<file path="src/rtl/gpi_debounce_pkg.sv">
// Shared defaults and width helpers for the GPI debounce filter.
package gpi_debounce_pkg;

   localparam int unsigned TickDivDefault     = 100000;
   localparam int unsigned StableCountDefault = 4;

   // Bits needed to hold values 0..n-1, never less than 1.
   function automatic int unsigned cnt_width(input int unsigned n);
      return (n <= 1) ? 1 : $clog2(n);
   endfunction

endpackage

</file>
<file path="src/rtl/gpi_debounce_bit.sv">
// One debounced GPI bit: stability counter, level register and edge pulses.
module gpi_debounce_bit
   import gpi_debounce_pkg::*;
#(
   parameter int unsigned StableCount = StableCountDefault,
   parameter logic        ResetVal    = 1'b0
) (
   input  logic clk_i,
   input  logic rst_ni,
   input  logic enable_i,
   input  logic tick_i,
   input  logic sync_i,
   output logic level_o,
   output logic rise_o,
   output logic fall_o
);

   localparam int unsigned CW = cnt_width(StableCount + 1);
   localparam logic [CW-1:0] CntLast = CW'(StableCount - 1);

   logic [CW-1:0] cnt_q;

   always_ff @(posedge clk_i) begin
      if (!rst_ni) begin
         cnt_q   <= '0;
         level_o <= ResetVal;
         rise_o  <= 1'b0;
         fall_o  <= 1'b0;
      end else begin
         rise_o <= 1'b0;
         fall_o <= 1'b0;
         if (!enable_i) begin
            cnt_q <= '0;
         end else if (tick_i) begin
            if (sync_i == level_o) begin
               cnt_q <= '0;
            end else if (cnt_q == CntLast) begin
               // Pulse is registered alongside the new level so both appear together.
               cnt_q   <= '0;
               level_o <= ~level_o;
               rise_o  <= ~level_o;
               fall_o  <= level_o;
            end else begin
               cnt_q <= cnt_q + 1'b1;
            end
         end
      end
   end

endmodule

</file>
<file path="src/rtl/gpi_debounce.sv">
// GPI input conditioner: 2-flop synchroniser, shared tick prescaler, per-bit debounce.
module gpi_debounce
   import gpi_debounce_pkg::*;
#(
   parameter int unsigned       Width       = 8,
   parameter int unsigned       TickDiv     = TickDivDefault,
   parameter int unsigned       StableCount = StableCountDefault,
   parameter logic [Width-1:0]  ResetVal    = '0
) (
   input  logic             clk_sys_i,
   input  logic             rst_sys_ni,
   input  logic             enable_i,
   input  logic [Width-1:0] gp_raw_i,
   output logic [Width-1:0] gp_o,
   output logic [Width-1:0] rise_o,
   output logic [Width-1:0] fall_o,
   output logic             tick_o
);

   localparam int unsigned PW = cnt_width(TickDiv);
   localparam logic [PW-1:0] PresLast = PW'(TickDiv - 1);

   logic [Width-1:0] sync1_q, sync_q;
   logic [PW-1:0]    presc_q;

   always_ff @(posedge clk_sys_i) begin
      if (!rst_sys_ni) begin
         sync1_q <= ResetVal;
         sync_q  <= ResetVal;
      end else begin
         sync1_q <= gp_raw_i;
         sync_q  <= sync1_q;
      end
   end

   always_ff @(posedge clk_sys_i) begin
      if (!rst_sys_ni || !enable_i) begin
         presc_q <= '0;
      end else if (presc_q == PresLast) begin
         presc_q <= '0;
      end else begin
         presc_q <= presc_q + 1'b1;
      end
   end

   assign tick_o = enable_i && (presc_q == PresLast);

   for (genvar i = 0; i < Width; i++) begin : g_bit
      gpi_debounce_bit #(
         .StableCount (StableCount),
         .ResetVal    (ResetVal[i])
      ) u_bit (
         .clk_i    (clk_sys_i),
         .rst_ni   (rst_sys_ni),
         .enable_i (enable_i),
         .tick_i   (tick_o),
         .sync_i   (sync_q[i]),
         .level_o  (gp_o[i]),
         .rise_o   (rise_o[i]),
         .fall_o   (fall_o[i])
      );
   end

endmodule

</file>
<file path="config.mk">
export PLATFORM = sky130hd
export DESIGN_NAME = gpi_debounce
export DESIGN_NICKNAME = d
export VERILOG_FILES = /design/src/rtl/gpi_debounce_pkg.sv /design/src/rtl/gpi_debounce_bit.sv /design/src/rtl/gpi_debounce.sv
export SDC_FILE = /design/constraint.sdc
export NUM_CORES = 1
export LEC_CHECK = 0
export ABC_AREA = 1
export ABC_CLOCK_PERIOD_IN_PS = 2150
export CORE_MARGIN = 1
export CORE_UTILIZATION = 56
export CTS_CLUSTER_SIZE = 8
export DETAILED_ROUTE_END_ITERATION = 8
export GPL_TIMING_DRIVEN = 0
export PLACE_DENSITY = 0.78
export SLEW_MARGIN = 15
export SYNTH_ARGS = -nofsm -noshare
export SYNTH_HDL_FRONTEND = slang
export SYNTH_SLANG_ARGS = --single-unit
</file>
<file path="constraint.sdc">
create_clock -name clk_sys_i -period 2.15 [get_ports clk_sys_i]
set_input_delay 0.43 -clock clk_sys_i [delete_from_list [all_inputs] [get_ports clk_sys_i]]
set_output_delay 0.43 -clock clk_sys_i [all_outputs]
set_load 0.05 [all_outputs]
</file>
Word-level counts from Yosys, hierarchy flattened --
Cells that the tools add are included. Widths: inputs -> output; s select.
Operators by class: bitwise logic cells 27, reductions and logical operators 22, equal/unequal tests 17, mux-type cells 16, add/subtract/negate cells 9
Operator list (number):
- $mux 3 | 16
- $reduce_or 5->1 | 8
- $reduce_and 4->1 | 8
- $not 1->1 | 27
- $add 3x1->3 const B | 8
- $eq 3x2->1 const B | 8
- $add 17x1->17 const B | 1
- $eq 17x17->1 const B | 1
- $eq 1x1->1 | 8
- $logic_not 1->1 | 2
- $reduce_and 2->1 | 1
- $reduce_or 2->1 | 1
- $logic_and 1x1->1 | 1
- $logic_or 1x1->1 | 1
Storage, ports and cells: logic and storage cells 126, output and inout bits 25, bits in registers 81, bits of input ports 11

Depth between registers and ports, before layout --
Gate-level depths: netlist of the first run.
word-level depth 4, gate-level depth with buffers 10, gate-level depth less buffers 10

Cells and area by module --
A second synthesis of the first run with hierarchy kept.
Unflattened totals: cells, all modules 480, area, all modules 3483.3 um^2
By module, submodules not included:
- gpi_debounce_bit | cells each 37, area an instance 267.8 um^2, times used 8, seq. area each 120.1 um^2
- gpi_debounce | cells each 184, area an instance 1341.3 um^2, times used 1, seq. area each 660.6 um^2

Worst setup path before layout of the first run --
No wires, ideal clock.
path type reg-to-reg, start point register presc_q[0], end point register g_bit[2].u_bit.level_o, data arrival time 1736 ps, path buffers 0, cell stages (with the launch flop) 9, setup slack 298 ps, required time 2033 ps, library setup time 117 ps, clock period less this slack 1852 ps, cells stage by stage dfxtp_1 > ha_1 > nand3_2 > clkinv_1 > nand3_2 > nor3_4 > nand2_1 > nand2_1 > o21ai_1
Between the ends: cells in the longest elaborated chain, start to end 3
Ends and longest elaborated chain:
- start, declared | RTL line gpi_debounce.sv:24 | logic [PW-1:0] presc_q;
- start signal, assigned | RTL line gpi_debounce.sv:42 | presc_q <= presc_q + 1'b1;
- $eq 17x17->1 | RTL line gpi_debounce.sv:46 | assign tick_o = enable_i && (presc_q == PresLast);
- $logic_and 1x1->1 | RTL line gpi_debounce.sv:46
- net tick_o | RTL line gpi_debounce.sv:17 | output logic tick_o
- $reduce_and 4->1 (no source line)
- end signal, assigned | RTL line gpi_debounce_bit.sv:26 | level_o <= ResetVal;
- end signal, assigned | RTL line gpi_debounce_bit.sv:40 | level_o <= ~level_o;
- end, declared | RTL line gpi_debounce_bit.sv:13 | output logic level_o,
The timed path passes the listed nets, and every way through them passes these cells. A chain may end at the register's enable or synchronous reset.

Worst setup path after layout of the first run --
start point register g_bit[0].u_bit.level_o, end point output port gp_o[0]
RTL lines:
- start, declared | RTL line gpi_debounce_bit.sv:13
- start signal, assigned | RTL line gpi_debounce_bit.sv:26
- start signal, assigned | RTL line gpi_debounce_bit.sv:40
- end, declared | RTL line gpi_debounce.sv:14 | output logic [Width-1:0] gp_o,
No word-level cell between the ends.

==> results of run 1 <==
power by group:
part           leakage [nW]  switching, mW  total [mW]  internal [mW]
Sequential            0.656        0.00601        1.52           1.51
Combinational          1.44         0.0555      0.0921         0.0366
Clock                 0.103          0.563        1.22          0.658
critical path: cells and delay by family, from the launching register on:
family	cells	cell delay (ps)
buf+inv	2	910
flops	1	410
registers in the layout, indices dropped and copies added, names as in the netlist:
name and count:
g_bit.u_bit.rise_o 8, sync1_q 8, g_bit.u_bit.cnt_q 24, g_bit.u_bit.fall_o 8
g_bit.u_bit.level_o 8, presc_q 17, sync_q 8
metal layers:
layer,global-route usage [%],up-vias,routed length [um]
li1,-,1530,-
met1,30.2,1329,3220
met2,37.4,76,3270
met3,5.89,15,389
met4,10.0,0,147
met5,0,-,0
stage by stage:
stage / utilization, % / setup TNS, ps / setup WS [ps] / instances / total power, mW
floorplan: - / 0 / 298 / 476 / 1.61
finish: 70.8 / 0 / 37.0 / 602 / 2.83
global placement: 66.3 / -1750 / -927 / 585 / 1.64
CTS: 70.5 / 0 / 16.2 / 602 / 2.86
global route: 70.8 / 0 / 2.31 / 602 / 2.92
detailed placement: 66.3 / -2490 / -933 / 585 / 1.65
kinds of logic (layout without fill, tap and decap cells):
| family | Yosys count | count (layout) | synth area share, % |
|---|---|---|---|
| flops | 81 | 81 | 45.5 |
| simple gates | 212 | 212 | 25.9 |
| buf+inv | 115 | 166 | 15.4 |
| xor+xnor | 15 | 15 | 3.69 |
| compound gates | 44 | 44 | 6.39 |
| fa+ha+maj | 9 | 9 | 3.16 |
final cells by class:
cell class	count	area [sq um]
fill	489	1760
sequential	81	1620
multi-input combinational	280	1410
timing repair buffer	35	369
inverter	82	309
buffer	33	240
clock buffer	10	128
tap	75	93.8
clock inverter	6	92.6
cell usage in the layout (no fill, tap or decap), drive strengths merged:
master         Yosys  layout
clkinv             1       3
or2                5       5
nor3              12      12
nand3             15      15
a211oi             2       2
nor3b              1       1
o21a               1       1
dfxtp             81      81
clkinvlp           0       2
bufinv             0       2
nand2             90      90
buf               31      33
nand3b             1       1
nand4              4       4
a21oi             14      14
clkdlybuf4s50      0      25
o21ai             27      27
and3               4       4
nor4               3       3
xor2               8       8
xnor2              7       7
clkbuf             2      12
ha                 9       9
nor2              77      77
inv               81      81
dlymetal6s2s       0       8
worst paths after layout:
check	cells after the start	slack, ps	start	endpoint
min reg2reg	2	420	sync1_q[5]$_SDFF_PN0_	sync_q[5]$_SDFF_PN0_
max reg2reg	9	410	presc_q[0]$_SDFF_PP0_	g_bit[4].u_bit.cnt_q[1]$_SDFFE_PN0N_
max	2	40	g_bit[0].u_bit.level_o$_SDFFE_PN0P_	gp_o[0]
min	2	420	sync1_q[5]$_SDFF_PN0_	sync_q[5]$_SDFF_PN0_
what timing repair did:
action | in CTS | in global routing
pin swaps | 1 | 1
setup endpoints to repair | 1 | 8
endpoints found under the hold margin | 0 | 0
buffers inserted | 1 | 0
gates resized for setup | 12 | 9
==> results.cfg, run 1 <==
[logic_synthesis]
postSynthCellCount = 476
syn_nets = 496
synth.avg_cell_area_sq_um = 7.48
ys_warn_count = 0
ys_seq_area_share_pct = 45.5
async_reset_ff_share_pct = 0
synth_top_area_share_pct = 45.5
synth_commonest_cells = nand2_1, dfxtp_1, inv_1, nor2_1, buf_4
ys_types = 30
synth_area_sq_um = 3560
yosysMostFrequentCell = nand2_1
synth.ff_latch_count = 81
synth_ff_type = dfxtp_1
synth_area_leaders = dfxtp_1, nand2_1, inv_1, nor2_1, buf_4
synth-edff-count = 0
post-synth-top-area-cell = dfxtp_1

[clock_network]
cts_tree = built
clock_sinks = 81
insertion_delay_ps = 360
clock_path_buffers = 2
ctsHoldBuffers = 0
cts_root_buf = clkbuf_8
clk_pin_slew_ps = 80
cts_buffers = 9
h-tree-depth = 3

[timing]
setup-violations-final = 0
final-hold-violation-count = 0
relSlewSlack_pct = 63.5
worstMarginPinSlew_ps = 547
timing.fmax_mhz = 473
period_share_pct = 98.3
drv_slew = 0
fin_skew_ps = 10.8
min_period_ps = 2110
rsz0062_at_grt = false
fin_hold_ws_ps = 417

[job]
max_cap_violations = 0

[die]
dieArea_sq_um = 6680
rows = 28
die_width_um = 81.8
core_area_sq_um = 6030
io_pins = 36
initial_utilization_pct = 59.1
die_h_um = 81.8

[setup_path]
crit_required_ps = 1720
crit_path_max_incr_delay_ps = 780
worst-setup-path-type = flip-flop to output port
cp-start-kind = flip-flop
endpoint_kind = output port
path_cells = buf_4 > clkdlybuf4s50_1
cp_slowest_cell = clkdlybuf4s50_1
cp_max_fo = 4
worstPathArrival_ps = 1680

[routing]
ant_nets = 0
dr.pass1.iters = 4
first_iter_violations = 204
wl_um = 7030
vias = 2950
routedWlPerCell_um = 11.7
drc = 0
post_drt_via_cell_ratio = 4.90

[placement]
hpwlAfterDp_um = 4760
gp_congestion = 0.802
dpl_cell_area_sq_um = 4000
port_buffers = 34

[global_routing]
grt.total_usage_pct = 23.5
grt_overflow = 0
grt_pass1_wl_um = 11800
antenna_found_initial = 0
grt_max_degree = 15
grt_pass1_vias = 2693

[layout]
nets = 542
syn_to_final_growth_pct = 19.8
antenna_cells = 0
final_area_sq_um = 4270
drive_above_1_share_pct = 12.3

[power]
ir_drop_mv = 0.510
p_leak_nw = 2.20
p_per_area_nw_per_um2 = 664

[min_path]
hp-class = flip-flop to flip-flop

[outcome]
status = finished clean
Power figures use the tool's default switching activity.
==> run 2, diff against run 1 <==
Settings changed: ABC_CLOCK_PERIOD_IN_PS 2150 to 1900, CORE_MARGIN 1 to default, CORE_UTILIZATION 56 to 51, PLACE_DENSITY 0.78 to 0.75.
Clock period 2.15 ns to 1.9 ns, I/O delays scaled along.
==> results.cfg, run 2 (same netlist as run 1, synthesis figures left out) <==
[outcome]
status = complete, but fails checks
violations = setup timing

[timing]
layout_setup_ws_ps = -9.34
rsz0062_at_grt = true
worstMarginPinSlew_ps = 491
drv_slew = 0
timing.fmax_mhz = 524
setup-violations-final = 1
min_period_ps = 1910
fin_hold_ws_ps = 392
fin_skew_ps = 14.0
period_share_pct = 100
final-hold-violation-count = 0
relSlewSlack_pct = 67.4

[global_routing]
grt_pass1_wl_um = 11400
grt_overflow = 0
grt.total_usage_pct = 19.8
antenna_found_initial = 0
grt_pass1_vias = 2601
grt_max_degree = 13

[die]
io_pins = 36
die_h_um = 85.6
core_area_sq_um = 6760
dieArea_sq_um = 7320
rows = 30
die_width_um = 85.6
initial_utilization_pct = 52.7

[power]
p_total_mw = 2.95
p_per_area_nw_per_um2 = 692
ir_drop_mv = 0.570
p_leak_nw = 2.21

[clock_network]
cts_root_buf = clkbuf_8
ctsHoldBuffers = 0
clk_pin_slew_ps = 70
cts_buffers = 9
h-tree-depth = 3
clock_sinks = 81
insertion_delay_ps = 350
cts_tree = built
clock_path_buffers = 2

[setup_path]
cp-start-kind = flip-flop
worst-setup-path-type = flip-flop to output port
crit_required_ps = 1520
cp_max_fo = 4
worstPathArrival_ps = 1530
endpoint_kind = output port

[placement]
gp_congestion = 0.801
port_buffers = 34
hpwlAfterDp_um = 4780
pre_cts_slack_ps = -1100
dp_cells = 590

[layout]
antenna_cells = 0
layout_commonest_cell = nand2_1
seq_area_sq_um = 1630
drive_above_1_share_pct = 15.2
stdcell_count = 613
syn_to_final_growth_pct = 19.5
largest_register_ffs = 24
fillCellCount = 588
regMostFlops = g_bit.u_bit.cnt_q
mostFrequentLayoutCells = nand2_1, inv_1, nor2_1, dfxtp_1, buf_4
multi_input_area_sq_um = 1430
nets = 548
reg_top3 = g_bit.u_bit.cnt_q x24, presc_q x17

[routing]
drc = 0
routedWlPerCell_um = 11.1
dr.pass1.iters = 6
ant_nets = 0
post_drt_via_cell_ratio = 4.73
wl_um = 6780
vias = 2898
first_iter_violations = 103

[job]
max_cap_violations = 0

[min_path]
hp-class = input port to flip-flop
run 2: layout make-up:
cell class / instances / share of cell area [%]
Inverter: 82 / 7.35
Buffer: 33 / 5.64
Tap cell: 80 / 2.35
Sequential cell: 81 / 38.4
Clock buffer: 13 / 3.73
Clock inverter: 3 / 0.353
Multi-Input combinational cell: 280 / 33.6
Timing Repair Buffer: 41 / 8.61
run 2: power by group:
part / internal, mW / switching, mW / leakage (nW) / total [mW]
sequential: 1.71 / 0.00786 / 0.660 / 1.72
combinational: 0.0421 / 0.0594 / 1.46 / 0.101
clock: 0.541 / 0.582 / 0.0932 / 1.12
run 2: critical path: stages, from the launching register on:
cell     delay (ps)
dfxtp_1         400
nand2_1          80
nor2_1          130
nand2_2         100
nor3_4          270
buf_6           200
run 2: what timing repair did:
action                     in CTS  in global routing
resized for setup              42                 10
buffers inserted                1                  6
setup endpoints to repair      25                  6
pin swaps                       2                  4
run 2: path summary, 6_finish.rpt:
check                           slack [ps]  cells after the start                              endpoint                    from
worst max-delay path                    -9                      5                                tick_o  presc_q[10]$_SDFF_PP0_
worst min-delay path                   390                      3      g_bit[6].u_bit.fall_o$_SDFF_PP0_              rst_sys_ni
worst max register to register         130                     10  g_bit[7].u_bit.cnt_q[0]$_SDFFE_PN0N_   presc_q[0]$_SDFF_PP0_
worst min register to register         420                      2                  sync_q[0]$_SDFF_PN0_   sync1_q[0]$_SDFF_PN0_
run 2: through the flow:
stage / cell area (sq um) / setup TNS [ps] / utilization (%)
finish: 4260 / -9.34 / 63.0
global route: 4260 / -96.8 / 63.0
CTS: 4200 / -136 / 62.1
detailed placement: 4000 / -9840 / 59.2
global placement: 4000 / -10330 / 59.2
floorplan: 3560 / 0 / -
run 2: metal layers:
metal / vias to the layer above / GRT usage, % / wire, um
met4: 0 / 9.24 / 128
met1: 1286 / 24.7 / 3200
met2: 56 / 33.4 / 3210
met5: - / 0 / 0
met3: 14 / 3.75 / 243
li1: 1542 / - / -
==> run 3, diff against run 2 <==
Settings changed: ABC_CLOCK_PERIOD_IN_PS 1900 to 1600, CTS_CLUSTER_SIZE 8 to 40.
Clock period 1.9 ns to 1.6 ns, I/O delays scaled along.
==> results.cfg, run 3 (same netlist as run 1, synthesis figures left out) <==
[setup_path]
worstPathArrival_ps = 1530
cp-start-kind = flip-flop
reg2reg_depth = 9
cp_max_fo = 4
crit_required_ps = 1280
worst-setup-path-type = flip-flop to output port
endpoint_kind = output port

[die]
dieArea_sq_um = 7320
rows = 30
io_pins = 36
core_area_sq_um = 6760
die_width_um = 85.6
die_h_um = 85.6
initial_utilization_pct = 52.7

[job]
max_cap_violations = 0

[clock_network]
cts_buffers = 9
insertion_delay_ps = 360
clock_path_buffers = 2
h-tree-depth = 3
clock_sinks = 81
clk_pin_slew_ps = 90
cts_root_buf = clkbuf_8
cts_tree = built

[global_routing]
antenna_found_initial = 0
grt_overflow = 0
grt_max_degree = 15
grt_pass1_vias = 2590
grt.total_usage_pct = 20.7
grt_pass1_wl_um = 11800

[outcome]
status = complete, but fails checks
violations = setup timing

[min_path]
hold_depth = 3
hp-class = input port to flip-flop

[layout]
layout_commonest_cell = nand2_1
multi_input_area_sq_um = 1460
reg_top3 = g_bit.u_bit.cnt_q x24, presc_q x17
antenna_cells = 0
mostFrequentLayoutCells = nand2_1, inv_1, dfxtp_1, nor2_1, buf_4
fillCellCount = 596
regMostFlops = g_bit.u_bit.cnt_q
drive_above_1_share_pct = 21.4
largest_register_ffs = 24
final_area_sq_um = 4330
nets = 552
seq_area_sq_um = 1630
stdcell_count = 617
syn_to_final_growth_pct = 21.5

[timing]
drv_slew = 0
tns_ps = -248
setup-violations-final = 1
layout_setup_ws_ps = -248
timing.fmax_mhz = 541
worstMarginPinSlew_ps = 486
min_period_ps = 1850
relSlewSlack_pct = 67.7
fin_skew_ps = 12.0
final-hold-violation-count = 0
rsz0062_at_grt = true
period_share_pct = 115

[routing]
wl_um = 7090
first_iter_violations = 176
drc = 0
dr.pass1.iters = 6
post_drt_via_cell_ratio = 4.79
vias = 2958
ant_nets = 0
routedWlPerCell_um = 11.5

[placement]
gp_congestion = 0.863
hpwlAfterDp_um = 4780
pre_cts_slack_ps = -1270
port_buffers = 34
dpl_cell_area_sq_um = 4050
dp_cells = 590

[power]
swShare_pct = 21.8
power_frac_comb_pct = 3.3
p_per_area_nw_per_um2 = 890
p_seq_share_pct = 53.1
power.share.clock_pct = 43.6
switchingPower_mw = 0.842
p_leak_nw = 2.15
ir_drop_mv = 0.726
internal_power_mw = 3.01
==> run 3: cell types whose count changed in the layout (fill, tap and decap cells not counted), moves of 3 or more <==
cell,previous run,this run
dlygate4sd2_1,24,0
clkbuf_2,0,13
buf_2,3,7
buf_6,3,7
clkdlybuf4s15_1,0,4
clkdlybuf4s15_2,0,4
nand2_1,87,83
nand2_2,2,6
o21ai_0,20,16
o21ai_1,7,11
clkinv_2,3,0
clkinvlp_4,0,3
nor2_1,73,70
==> run 3: critical path, stage by stage (launching register included) <==
cell      delay [ps]
dfxtp_2          360
ha_4             150
nand3_4           90
clkinv_4          70
nand3_4           90
nor3_4           210
buf_6            200
==> run 3: final cells by class <==
cell class              instances  area share, %
flip-flops and latches         81           37.7
clock buffers                  10           3.18
multi-input cells             280           33.7
plain buffers                  33           5.73
clock inverters                 6           2.11
inverters                      82           7.23
repair buffers                 45           8.13
well taps                      80           2.31
==> run 3: worst paths after layout <==
| kind | from | endpoint | slack [ps] |
|---|---|---|---|
| hold / removal | rst_sys_ni | g_bit[5].u_bit.fall_o$_SDFF_PP0_ | 310 |
| setup / recovery | presc_q[0]$_SDFF_PP0_ | tick_o | -250 |
| setup reg to reg | presc_q[0]$_SDFF_PP0_ | g_bit[3].u_bit.level_o$_SDFFE_PN0P_ | 40 |
| hold reg to reg | sync1_q[0]$_SDFF_PN0_ | sync_q[0]$_SDFF_PN0_ | 410 |
==> run 3: repair_timing <==
action | CTS | global route
endpoints found under the hold margin | 0 | 0
pin swaps | 2 | 1
setup buffers | 6 | 5
hold buffers | 0 | 0
endpoints found under the setup margin | 77 | 71
gates resized for setup | 60 | 48
==> run 3: stage by stage <==
step                hold WS, ps  utilization, %  power (mW)
finish                      314            64.0        3.85
global route                317            64.0        4.01
CTS                         314            64.1        3.88
detailed placement          401            59.9        2.21
global placement            395            59.9        2.21
floorplan                   390               -        2.16
==> run 3: metal layers <==
layer	part of all wire (%)	track usage, %
met1	47	27.2
met2	47	33.2
met3	3.9	4.14
met4	2.1	9.39
met5	0	0
==> run 3: power by group through the flow <==
stage / Sequential, mW / Combinational (mW) / Clock, mW
after floorplan: 2.09 / 0.0727 / 0
after global placement: 2.09 / 0.121 / 0
after detailed placement: 2.09 / 0.122 / 0
after CTS: 2.04 / 0.125 / 1.71
final: 2.04 / 0.127 / 1.68
after global routing: 2.05 / 0.142 / 1.82
